$ cat src/rtl/game_pkg.sv
// Shared game-logic definitions: scheduler states, VGA 640x480@60 timing,
// and the default number of per-frame update engines.
package game_pkg;

    typedef enum logic [1:0] {
        ST_IDLE  = 2'd0,
        ST_SCAN  = 2'd1,
        ST_START = 2'd2,
        ST_WAIT  = 2'd3
    } sched_state_t;

    localparam int H_ACTIVE = 640;
    localparam int H_FP     = 16;
    localparam int H_SYNC   = 96;
    localparam int H_BP     = 48;
    localparam int H_TOTAL  = H_ACTIVE + H_FP + H_SYNC + H_BP;

    localparam int V_ACTIVE = 480;
    localparam int V_FP     = 10;
    localparam int V_SYNC   = 2;
    localparam int V_BP     = 33;
    localparam int V_TOTAL  = V_ACTIVE + V_FP + V_SYNC + V_BP;

    localparam int N_TASK_DEF = 4;

endpackage

$ cat src/rtl/line_edge_det.sv
// Registers the line counter and pulses when the scan first lands on LINE.
module line_edge_det
    import game_pkg::*;
#(
    parameter int LINE = 0,
    parameter int W    = 10
) (
    input  logic         clk_50MHz,
    input  logic         rst_n,
    input  logic [W-1:0] v_count,
    output logic         line_edge
);

    localparam logic [W-1:0] LINE_V = W'(LINE);

    logic [W-1:0] v_prev;

    always_ff @(posedge clk_50MHz or negedge rst_n) begin
        if (!rst_n) begin
            v_prev <= '0;
        end else begin
            v_prev <= v_count;
        end
    end

    assign line_edge = (v_count == LINE_V) && (v_prev != LINE_V);

endmodule

$ cat src/rtl/vblank_scheduler.sv
// Runs the enabled game-update engines one at a time during vertical blanking
// and flags an overrun if active video restarts before the sequence ends.
module vblank_scheduler
    import game_pkg::*;
#(
    parameter int N_TASK   = game_pkg::N_TASK_DEF,
    parameter int V_ACTIVE = game_pkg::V_ACTIVE,
    parameter int V_TOTAL  = game_pkg::V_TOTAL
) (
    input  logic              clk_50MHz,
    input  logic              rst_n,
    input  logic              enable,
    input  logic [9:0]        v_count,
    input  logic [N_TASK-1:0] task_mask,
    output logic [N_TASK-1:0] task_start,
    input  logic [N_TASK-1:0] task_done,
    output logic [2:0]        active_idx,
    output logic              busy,
    output logic              frame_tick,
    output logic [15:0]       frame_cnt,
    output logic              overrun,
    input  logic              overrun_clr
);

    localparam logic [2:0] LAST    = 3'(N_TASK - 1);
    localparam logic [9:0] V_LIMIT = 10'(V_TOTAL);

    sched_state_t state;
    sched_state_t state_nx;
    logic [2:0]   idx;
    logic [2:0]   idx_nx;
    logic         tick_nx;
    logic         ovr_set;

    logic         vb_edge;
    logic         av_edge;
    logic         in_range;
    logic         vb_go;
    logic         av_go;

    logic [7:0]   mask_w;
    logic [7:0]   done_w;
    logic [7:0]   start_w;

    line_edge_det #(
        .LINE (V_ACTIVE),
        .W    (10)
    ) u_vb_det (
        .clk_50MHz (clk_50MHz),
        .rst_n     (rst_n),
        .v_count   (v_count),
        .line_edge (vb_edge)
    );

    line_edge_det #(
        .LINE (0),
        .W    (10)
    ) u_av_det (
        .clk_50MHz (clk_50MHz),
        .rst_n     (rst_n),
        .v_count   (v_count),
        .line_edge (av_edge)
    );

    assign in_range = (v_count < V_LIMIT);
    assign vb_go    = vb_edge && in_range;
    assign av_go    = av_edge && in_range;

    assign mask_w = 8'(task_mask);
    assign done_w = 8'(task_done);

    always_comb begin
        state_nx = state;
        idx_nx   = idx;
        tick_nx  = 1'b0;
        unique case (state)
            ST_IDLE: begin
                if (vb_go && enable) begin
                    state_nx = ST_SCAN;
                    idx_nx   = '0;
                    tick_nx  = 1'b1;
                end
            end
            ST_SCAN: begin
                if (mask_w[idx]) begin
                    state_nx = ST_START;
                end else if (idx == LAST) begin
                    state_nx = ST_IDLE;
                end else begin
                    idx_nx = idx + 3'd1;
                end
            end
            ST_START: begin
                state_nx = ST_WAIT;
            end
            ST_WAIT: begin
                if (done_w[idx]) begin
                    if (idx == LAST) begin
                        state_nx = ST_IDLE;
                    end else begin
                        idx_nx   = idx + 3'd1;
                        state_nx = ST_SCAN;
                    end
                end
            end
            default: begin
                state_nx = ST_IDLE;
            end
        endcase
        // Active video restarting wins over any completion this cycle
        if ((state != ST_IDLE) && av_go) begin
            state_nx = ST_IDLE;
        end
    end

    assign ovr_set = (state != ST_IDLE) && av_go;

    always_ff @(posedge clk_50MHz or negedge rst_n) begin
        if (!rst_n) begin
            state      <= ST_IDLE;
            idx        <= '0;
            frame_tick <= 1'b0;
            frame_cnt  <= '0;
            overrun    <= 1'b0;
        end else begin
            state      <= state_nx;
            idx        <= idx_nx;
            frame_tick <= tick_nx;
            if (tick_nx) begin
                frame_cnt <= frame_cnt + 16'd1;
            end
            if (ovr_set) begin
                overrun <= 1'b1;
            end else if (overrun_clr) begin
                overrun <= 1'b0;
            end
        end
    end

    assign start_w    = (state == ST_START) ? (8'd1 << idx) : 8'd0;
    assign task_start = start_w[N_TASK-1:0];
    assign busy       = (state != ST_IDLE);
    assign active_idx = idx;

endmodule

$ cat config.mk
export PLATFORM = sky130hd
export DESIGN_NAME = vblank_scheduler
export DESIGN_NICKNAME = d
export VERILOG_FILES = /design/src/rtl/game_pkg.sv /design/src/rtl/line_edge_det.sv /design/src/rtl/vblank_scheduler.sv
export SDC_FILE = /design/constraint.sdc
export NUM_CORES = 1
export LEC_CHECK = 0
export BUFFER_PORTS_ARGS = -buffer_cell sky130_fd_sc_hd__buf_2
export CAP_MARGIN = 20
export CORE_MARGIN = 2
export CORE_UTILIZATION = 54
export CTS_CLUSTER_SIZE = 40
export DETAILED_ROUTE_END_ITERATION = 8
export PLACE_DENSITY_LB_ADDON = 0.2
export SLEW_MARGIN = 40
export SYNTH_ARGS = -nofsm -noshare
export SYNTH_HDL_FRONTEND = slang
export SYNTH_SLANG_ARGS = --single-unit
$ cat constraint.sdc
create_clock -name clk_50MHz -period 3.35 [get_ports clk_50MHz]
set_input_delay 0.1675 -clock clk_50MHz [delete_from_list [all_inputs] [get_ports clk_50MHz]]
set_output_delay 0.1675 -clock clk_50MHz [all_outputs]
set_load 0.01 [all_outputs]
# Word-level counts from Yosys, hierarchy flattened
# Cells that the tools add are included.
# op_classes
addsub	2
order_cmp	2
n_eq_ne	12
n_shift	1
muxes	21
reduce_logical	14
# ops
cell	n
16-bit by 1-bit adder with 16-bit output (second input constant)	1
3-bit 2-to-1 mux	4
10-bit by 9-bit == test with 1-bit output (second input constant)	1
10-bit logical NOT	1
10-bit less-than comparator (second input constant)	1
2-bit 2-to-1 mux	5
10-bit by 9-bit != test with 1-bit output (second input constant)	1
10-bit nonzero test	1
3-bit case mux with 3 select lines	1
2-bit case mux with 4 select lines	1
1-bit 2-to-1 mux	7
1-bit binary-select mux with 3-bit select	2
1-bit logical AND	6
2-bit != test (second input constant)	3
3-bit != test (second input constant)	2
2-bit == test (second input constant)	2
3-bit by 4-bit less-than comparator with 1-bit output (second input constant)	1
4-bit 2-to-1 mux	1
4-bit != test (second input constant)	1
4-bit AND reduction	1
2-bit nonzero test	2
1-bit by 3-bit << shifter with 4-bit output (first input constant)	1
3-bit by 1-bit adder with 3-bit output (second input constant)	1
3-bit by 2-bit == test with 1-bit output (second input constant)	1
4 further kinds	4
# totals
reg_bits	33
input_bits	22
output_inout_bits	26
word_cells	58

# Logic depth before layout (Yosys ltp)
# Gate-level depths: netlist of the first run.
# logic_depth
word_depth	7
depth_mapped	6
depth_no_buf	6

# Hierarchy
# Synthesis of the first run repeated with hierarchy kept, for this count alone.
# hier_totals
cells_unflattened	155
hier_area_um2	1898.1
# modules_own_cells
mod	instances	cells_per_inst	area_per_inst_um2
vblank_scheduler	1	120	1282.5
line_edge_det at u_vb_det	1	17	309.0
line_edge_det at u_av_det	1	18	306.5

# Least setup slack after synthesis of the first run
# No wires, ideal clock.
# synth_timing
path_type	flip-flop to flip-flop
startpoint	register idx[0] (netlist: active_idx[0])
endpoint	register idx[1] (netlist: active_idx[1])
setup_time_ps	133
arrival_ps	1726
required_time_ps	3217
slack_ps	1491
path_stages_with_launch	7
path_buffers	1
period_less_slack_ps	1859
path_cell_list	dfrtp_1 > clkbuf_1 > mux2_2 > a221o_1 > o21a_1 > nand4b_1 > o211ai_1
# synth_via
elab_chain_cells	4
word_cells_on_any_way	13
classes_between	add/sub (1); eq/ne (3); mux (8); reduce/logical (1)
# synth_rtl
item	line	source
from (decl)	vblank_scheduler.sv:30	logic [2:0] idx;
from (signal assigned)	vblank_scheduler.sv:127	idx <= idx_nx;
3-bit by 1-bit adder with 3-bit output (tied with other cells)	vblank_scheduler.sv:90, vblank_scheduler.sv:101	
3-bit 2-to-1 mux (tied with other cells)	vblank_scheduler.sv:87, vblank_scheduler.sv:98	
3-bit 2-to-1 mux (tied with other cells)	vblank_scheduler.sv:97	if (done_w[idx]) begin
3-bit case mux with 3 select lines / 4-bit AND reduction (equally long branches)	--	
# Parallel ways exist; a longest one is shown, timed or not. The select of a mux whose other input is x is not followed.
# A chain may end at the register's enable or synchronous reset.

# Worst setup path after layout of the first run
# layout_timing
startpoint	register state[0]
endpoint	register frame_cnt[15]
# layout_via
elab_chain_cells	2
# layout_rtl
item	line	source
from (decl)	vblank_scheduler.sv:28	sched_state_t state;
from (signal assigned)	vblank_scheduler.sv:126	state <= state_nx;
2-bit logical NOT	vblank_scheduler.sv:76	unique case (state)
1-bit 2-to-1 mux	vblank_scheduler.sv:76	
to (signal assigned)	vblank_scheduler.sv:130	frame_cnt <= frame_cnt + 16'd1;
to (decl)	vblank_scheduler.sv:20	output logic [15:0] frame_cnt,
# Every way passes these cells.

==> flow_metrics.tcl, run 1 <==
set metrics [dict create \
    status "finished clean" \
    final_nets 240 \
    yosysWarningCount 0 \
    dr.first_iter.drc_count 26 \
    rows 19 \
    die_w_um 58.2 \
    timing.final.ws_setup_ns 1.34 \
    min_path_type "in -> reg" \
    grt_max_degree 34 \
    fin_crit_sh_pct 59.9 \
    ys_types 36 \
    cts_tree "yes" \
    max_slew_margin_pct 53.2 \
    viasPerCell 5.26 \
    start_util_pct 57.1 \
    dp_hpwl_mm 2.39 \
    htree_levels 2 \
    fmax_mhz 499 \
    leakagePower_nw 1.04 \
    holdWs_ns 0.325 \
    clockRootBuffer "clkbuf_4" \
    die_height_um 58.2 \
    syn_area_sq_um 1590 \
    path_max_fanout 13 \
    clk_pin_slew_ns 0.11 \
    fin_crit_ns 2.01 \
    arrival_ns 2.27 \
    fin_util_pct 72.4 \
    worst_setup_path_end_kind "register" \
    num_antenna_cells 0 \
    criticalPathCategory "reg -> reg" \
    maxSlewViolCount 0 \
    clock_path_buffers 2 \
    wl_per_cell_um 13.5 \
    grt_pass1_vias 1266 \
    design.die.area_sq_um 3390 \
    clock_sinks 33 \
    setup_tns_ns 0 \
    num_io_pins 48 \
    peakVddDrop_v 0.000477 \
    insertion_delay_ns 0.34 \
    drive_gt1_share_pct 29.6 \
    final_hold_viol_count 0 \
    gp_congestion 0.783 \
    startpoint_type "register" \
    synth_seq_area_share_pct 52.0 \
    ant_nets 0 \
    overflow 0 \
    power.density_nw_per_um2 511 \
    pre_cts_ws_ns 1.36 \
    port_buffers 47 \
    cts-buffers-inserted 5 \
    post_cts_buffers 0 \
    syn_nets 178 \
    grt_first_pass_wirelength_mm 5.66 \
    vias 1283 \
    grt_use_total_pct 22.7 \
    setup_violations 0 \
    skew_ns 0.00874 \
    drt_pass1_iterations 4 \
    max_slew.worst_pin.slew_ns 0.701 \
    core_sq_um 2780 \
    area.growth.synth_to_final_pct 26.8 \
    drcViolationCount 0 \
    antenna_found_initial 0 \
    worstPathRequired_ns 3.61 \
    cap_violations 0 \
    avgSynthCellArea_sq_um 10.6 \
    rsz0062_at_grt "false" \
    yosys_register_bits 33 \
    drt-total-wl_mm 3.29 \
    syn_inst 150 \
]
-- state kept, by name (all words and copies together) (netlist names) --
| signal | count |
|---|---|
| frame_cnt | 16 |
| u_av_det.v_prev | 10 |
| active_idx | 3 |
| state | 2 |
| frame_tick | 1 |
| overrun | 1 |
-- area by class of cell --
class,count,area [sq um]
sequential,33,826
fill,213,768
multi-input combinational,103,701
timing repair buffer,59,355
tap,31,38.8
clock buffer,5,37.5
inverter,10,37.5
clock inverter,3,17.5
-- report_power, final --
group	leakage [nW]	switching (mW)	internal (mW)	total, mW
sequential	0.411	0.0661	0.436	0.502
clock	0.0310	0.136	0.0790	0.215
combinational	0.598	0.159	0.153	0.312
total	1.04	0.360	0.668	1.03
-- kinds of logic after synthesis --
| logic type | synth area share [%] |
|---|---|
| AND/OR/NAND/NOR | 23.6 |
| flip-flops | 52.0 |
| XOR/XNOR | 8.27 |
| buffers and inverters | 3.86 |
| AO/OA/AOI/OAI | 4.73 |
| adder cells (fa/ha/maj) | 4.73 |
| multiplexers | 2.84 |
-- Yosys cell counts, drive strengths merged --
master | instances | area, sq um
dfrtp | 33 | 826
nand2 | 15 | 56.3
nor2 | 12 | 45.0
inv | 10 | 37.5
nand3 | 9 | 45.0
xor2 | 8 | 70.1
nor3 | 7 | 46.3
nor4 | 7 | 43.8
xnor2 | 7 | 61.3
ha | 6 | 75.1
mux2 | 4 | 45.0
nand4 | 4 | 25.0
and2 | 3 | 18.8
o211ai | 3 | 22.5
and4 | 2 | 20.0
buf | 2 | 16.3
clkbuf | 2 | 7.51
or3 | 2 | 17.5
a21o | 1 | 7.51
a21oi | 1 | 5.00
a221o | 1 | 10.0
a22oi | 1 | 7.51
a32oi | 1 | 8.76
and3 | 1 | 6.26
nand2b | 1 | 6.26
nand3b | 1 | 7.51
nand4b | 1 | 8.76
nor2b | 1 | 6.26
nor3b | 1 | 7.51
o21a | 1 | 7.51
o22ai | 1 | 6.26
or4b | 1 | 13.8
-- timing repair --
action                                 CTS  global route
gates resized for setup                  0             0
hold buffers                            11             1
endpoints found under the hold margin   43             1
-- final timing paths --
path | startpoint | depth (start not counted) | endpoint | slack (ns)
worst min register to register | frame_cnt[15] | 1 | frame_cnt[15] | 0.46
worst max-delay path | state[0] | 5 | frame_cnt[15] | 1.34
max in group asynchronous | rst_n | 2 | u_av_det.v_prev[1] | 2.49
worst min-delay path | task_done[2] | 4 | state[0] | 0.32
worst max register to register | state[0] | 5 | frame_cnt[15] | 1.34
min in group asynchronous | rst_n | 2 | frame_cnt[15] | 0.40
-- cells in the final DEF (no fill, tap or decap), drive strengths merged, types with 2 or more instances in the layout --
master        n
buf          47
dfrtp        33
nand2        15
nor2         12
dlygate4sd3  12
inv          10
nand3         9
xor2          8
nor4          7
xnor2         7
nor3          7
ha            6
clkbuf        5
nand4         4
mux2          4
and2          3
o211ai        3
clkinv        2
and4          2
or3           2
-- metal layers --
layer / vias up / global-route usage [%] / wire (um)
met2: 34 / 37.0 / 1620
li1: 646 / - / -
met1: 597 / 29.4 / 1470
met3: 6 / 6.70 / 155
met4: 0 / 6.98 / 43
met5: - / 0 / 0
-- stage by stage --
| step | instances | instance area (sq um) | power [mW] |
|---|---|---|---|
| floorplan | 150 | 1590 | 0.718 |
| global placement | 224 | 1840 | 0.798 |
| detailed placement | 224 | 1840 | 0.816 |
| CTS | 243 | 2000 | 1.04 |
| global route | 244 | 2010 | 1.11 |
| finish | 244 | 2010 | 1.03 |
-- worst max-delay path, stage by stage (launching register included) --
cell and delay, ns:
dfrtp_1 0.51, nor2_1 0.24, nand4_1 0.17, or3_4 0.48
nor4_1 0.34, xor2_1 0.18
(Power assumes the default switching activity.)
==> run 2, diff against run 1 <==
Settings changed: CORE_UTILIZATION 54 to 45.
Clock period 3.35 ns to 1.8 ns, I/O delays scaled along.
==> flow_metrics.tcl, run 2 (same netlist as run 1, synthesis figures left out) <==
set metrics [dict create \
    grt_use_total_pct 17.6 \
    fin_crit_ns 1.71 \
    power.density_nw_per_um2 939 \
    die_height_um 63.4 \
    max_slew_margin_pct 53.7 \
    peakVddDrop_v 0.000830 \
    status "finished clean" \
    crit_chain "dlygate4sd3_1 -> buf_2 -> and3_1 -> nand4_1 -> or3_4 -> nor4_2 -> xor2_1" \
    criticalPathCategory "in -> reg" \
    largest_reg_flops 16 \
    sw_frac_of_total_pct 33.7 \
    p_clk_share_pct 20.6 \
    die_w_um 63.4 \
    worst_setup_path_end_kind "register" \
    drive_gt1_share_pct 34.2 \
    antenna_found_initial 0 \
    switchingPower_mw 0.672 \
    grt_first_pass_wirelength_mm 5.64 \
    htree_levels 2 \
    dp_hpwl_mm 2.46 \
    max_slew.worst_pin.slew_ns 0.695 \
    p_int_mw 1.32 \
    clk_pin_slew_ns 0.09 \
    skew_ns 0.0107 \
    viasPerCell 5.03 \
    fin_util_pct 63.1 \
    ant_nets 0 \
    total_power_mw 1.99 \
    use_met3_pct 5.54 \
    design.die.area_sq_um 4020 \
    num_io_pins 48 \
    drt_pass1_iterations 4 \
    critPathBufInv 2 \
    overflow 0 \
    setup_violations 0 \
    fin_crit_sh_pct 95.0 \
    path_max_fanout 8 \
    wl_per_cell_um 12.4 \
    leakagePower_nw 1.07 \
    regMostFlops "frame_cnt" \
    drcViolationCount 0 \
    final_hold_viol_count 0 \
    rows 21 \
    startpoint_type "input pin" \
    crit_slowest_cell "dlygate4sd3_1" \
    clock_sinks 33 \
    grtUsageMet1_pct 22.0 \
    final_common_cell "buf_2" \
    drt-total-wl_mm 3.29 \
    busiest_layer "met2" \
    insertion_delay_ns 0.33 \
    clock_path_buffers 2 \
    cp_top_family "simple AND/OR/NAND/NOR gates" \
    slowest_delay_ns 0.52 \
    min_path_type "in -> reg" \
    seq_area_sq_um 828 \
    area.growth.synth_to_final_pct 33.7 \
    vias 1333 \
    num_antenna_cells 0 \
    port_buffers 47 \
    core_sq_um 3360 \
    worstPathRequired_ns 2.06 \
    combPwrFrac_pct 34.0 \
    final_nets 247 \
    dr.first_iter.drc_count 38 \
    placedCellCount 246 \
    clockRootBuffer "clkbuf_4" \
    fmax_mhz 585 \
    layout_common_cells "buf_2 (47), dfrtp_1 (31), nand2_1 (15), dlygate4sd3_1 (12), nor2_1 (11)" \
    fillers 313 \
    gr-usage-met2_pct 29.2 \
    grt_max_degree 34 \
    cap_violations 0 \
    cts-buffers-inserted 5 \
    multiInputGateArea_sq_um 737 \
    cts_tree "yes" \
    start_util_pct 47.2 \
    gp_congestion 0.825 \
    instances_no_fill 265 \
    maxSlewViolCount 0 \
    p_seq_share_pct 45.4 \
    arrival_ns 1.97 \
    grt_pass1_vias 1357 \
]
run 2: changes by cell type in the layout (fill, tap and decap cells not counted), sizes merged:
cell      delta
buf          +7
clkbuf       +2
clkinv       -2
clkinvlp     -1
run 2: per-layer routing:
layer | part of all wire, % | up-vias
met5 | 0 | -
met4 | 0.85 | 0
met3 | 5.1 | 5
met2 | 50 | 29
met1 | 44 | 643
li1 | - | 656
run 2: worst paths after layout:
kind	end	start	slack [ns]	depth (start not counted)
setup / recovery	frame_cnt[7]	v_count[8]	0.09	7
hold / removal	frame_tick	v_count[4]	0.26	5
setup reg to reg	frame_cnt[10]	u_av_det.v_prev[8]	0.10	5
hold reg to reg	frame_cnt[15]	frame_cnt[15]	0.48	1
max in group asynchronous	active_idx[1]	rst_n	0.97	2
min in group asynchronous	frame_cnt[9]	rst_n	0.34	2
run 2: cell type report:
class                           instances  share of cell area [%]
Sequential cell                        33                    39.0
Inverter                               10                    1.77
Timing Repair Buffer                   66                    19.2
Clock buffer                            7                    2.59
Tap cell                               46                    2.71
Multi-Input combinational cell        103                    34.7
run 2: timing repair:
action | 4_1_cts | 5_1_grt
pin swaps | 1 | 4
hold buffers | 12 | 0
cloned | 0 | 0
endpoints found under the setup margin | 1 | 12
buffers inserted | 0 | 0
endpoints found under the hold margin | 44 | 0
resized for setup | 0 | 8
run 2: tightest hold or removal path, stage by stage:
cell and delay (ns):
buf_2 0.08, nor4_1 0.05, nand2_1 0.13, nor3_1 0.06
buf_4 0.14
run 2: stage by stage:
step           TNS (ns)  worst slack (ns)  hold WS, ns  area [sq um]
2_1_floorplan         0            0.0278       -0.206          1590
3_3_place_gp          0            0.0634        0.165          1910
3_5_place_dp    -0.0106           -0.0106        0.178          1910
4_1_cts               0           0.00438        0.254          2080
5_1_grt         -0.0359           -0.0359        0.290          2120
6_report              0            0.0899        0.263          2120
run 2: power groups by stage:
stage / Clock, mW / Combinational [mW] / Sequential, mW
finish: 0.411 / 0.678 / 0.904
floorplan: 0 / 0.438 / 0.902
global placement: 0 / 0.617 / 0.905
detailed placement: 0 / 0.659 / 0.909
CTS: 0.422 / 0.680 / 0.895
global route: 0.448 / 0.771 / 0.922
==> run 3, diff against run 2 <==
Settings changed: ABC_CLOCK_PERIOD_IN_PS from default to 2200, CORE_UTILIZATION 45 to 54.
Clock period 1.8 ns to 2.2 ns, I/O delays scaled along.
==> flow_metrics.tcl, run 3 (same netlist as run 1, synthesis figures left out) <==
set metrics [dict create \
    clk_pin_slew_ns 0.10 \
    final_hold_viol_count 0 \
    antenna_found_initial 0 \
    skew_ns 0.0132 \
    die_height_um 58.2 \
    gp_congestion 0.746 \
    slowest_delay_ns 0.53 \
    start_util_pct 57.1 \
    cap_violations 0 \
    max_slew.worst_pin.slew_ns 0.706 \
    fin_crit_sh_pct 85.3 \
    startpoint_type "input pin" \
    ant_nets 0 \
    vias 1323 \
    drt-total-wl_mm 3.44 \
    clockRootBuffer "clkbuf_4" \
    arrival_ns 2.16 \
    crit_path_frequent_cell "nor4_1" \
    min_path_type "in -> reg" \
    final_nets 241 \
    fin_crit_ns 1.88 \
    area.growth.synth_to_final_pct 27.3 \
    drcViolationCount 0 \
    drive_gt1_share_pct 29.1 \
    max_slew_margin_pct 53.0 \
    insertion_delay_ns 0.34 \
    worst_setup_path_end_kind "register" \
    crit_chain "dlygate4sd3_1 -> buf_2 -> nor4_1 -> nand2_1 -> or3_4 -> nor4_1 -> xor2_1" \
    grt_use_total_pct 23.3 \
    setup_violations 0 \
    layout_common_cells "buf_2 (47), dfrtp_1 (33), nand2_1 (15), nor2_1 (12), dlygate4sd3_1 (12)" \
    timing.final.ws_setup_ns 0.323 \
    worstPathRequired_ns 2.48 \
    num_io_pins 48 \
    leakagePower_nw 1.05 \
    clock_path_buffers 2 \
    placed_area_sq_um 1850 \
    regMostFlops "frame_cnt" \
    overflow 0 \
    grt_pass1_vias 1303 \
    largest_reg_flops 16 \
    viasPerCell 5.42 \
    core_sq_um 2780 \
    htree_levels 2 \
    final_common_cell "buf_2" \
    die_w_um 58.2 \
    fmax_mhz 533 \
    grt_first_pass_wirelength_mm 5.80 \
    rsz0062_at_grt "false" \
    status "finished clean" \
    num_antenna_cells 0 \
    maxSlewViolCount 0 \
    dr.first_iter.drc_count 43 \
    wl_per_cell_um 14.1 \
    post_cts_buffers 0 \
    peakVddDrop_v 0.000687 \
    crit_slowest_cell "dlygate4sd3_1" \
    port_buffers 47 \
    cts-buffers-inserted 5 \
    holdWs_ns 0.276 \
    setup_tns_ns 0 \
    pre_cts_ws_ns 0.357 \
    cts_tree "yes" \
    dp_hpwl_mm 2.48 \
    power.density_nw_per_um2 789 \
    drt_pass1_iterations 4 \
    fin_area_sq_um 2020 \
    clock_sinks 33 \
    path_max_fanout 13 \
    grt_max_degree 34 \
    fillers 204 \
    design.die.area_sq_um 3390 \
    rows 19 \
    criticalPathCategory "in -> reg" \
]
==> run 3: cell type report <==
| class | instances | area, sq um | area share (%) |
|---|---|---|---|
| clock buffers | 7 | 55.1 | 2.72 |
| inverters | 10 | 37.5 | 1.86 |
| multi-input cells | 103 | 701 | 34.7 |
| flip-flops and latches | 33 | 826 | 40.9 |
| well taps | 31 | 38.8 | 1.92 |
| repair buffers | 60 | 363 | 18.0 |
==> run 3: where the power goes <==
| group | total (mW) | leakage (nW) | internal, mW | switching, mW |
|---|---|---|---|---|
| Clock | 0.340 | 0.0314 | 0.151 | 0.189 |
| Sequential | 0.743 | 0.411 | 0.664 | 0.0789 |
| Combinational | 0.511 | 0.603 | 0.243 | 0.269 |
==> run 3: routing by layer <==
| metal | vias up | GRT usage, % | share of wire, % |
|---|---|---|---|
| met5 | - | 0 | 0 |
| met4 | 0 | 6.31 | 0.99 |
| met3 | 3 | 6.92 | 6.8 |
| met2 | 52 | 39.1 | 52 |
| met1 | 621 | 29.4 | 40 |
| li1 | 647 | - | - |
==> run 3: worst paths after layout <==
check | end | startpoint | slack, ns | cells after the start
setup / recovery | frame_cnt[15] | v_count[3] | 0.32 | 7
hold / removal | state[0] | task_done[0] | 0.28 | 4
setup reg to reg | active_idx[1] | active_idx[0] | 0.35 | 5
hold reg to reg | frame_cnt[15] | frame_cnt[15] | 0.48 | 1
max in group asynchronous | u_av_det.v_prev[7] | rst_n | 1.39 | 2
min in group asynchronous | frame_cnt[15] | rst_n | 0.34 | 2
==> run 3: stage by stage <==
| stage | total power [mW] | std cells | util [%] |
|---|---|---|---|
| 2_1_floorplan | 1.09 | 150 | - |
| 3_3_place_gp | 1.22 | 225 | 66.4 |
| 3_5_place_dp | 1.25 | 225 | 66.4 |
| 4_1_cts | 1.61 | 244 | 72.6 |
| 5_1_grt | 1.71 | 244 | 72.6 |
| 6_report | 1.59 | 244 | 72.6 |
==> run 3: what timing repair did <==
action	4_1_cts	5_1_grt
hold buffers	12	0
endpoints found under the hold margin	44	0
resized for setup	0	0
==> run 3: critical path: cells and delay by family <==
family,cells,cell delay (ns)
buffers and inverters,2,0.65
and+or+nand+nor,4,1.22
xor gates and xnor gates,1,0.17
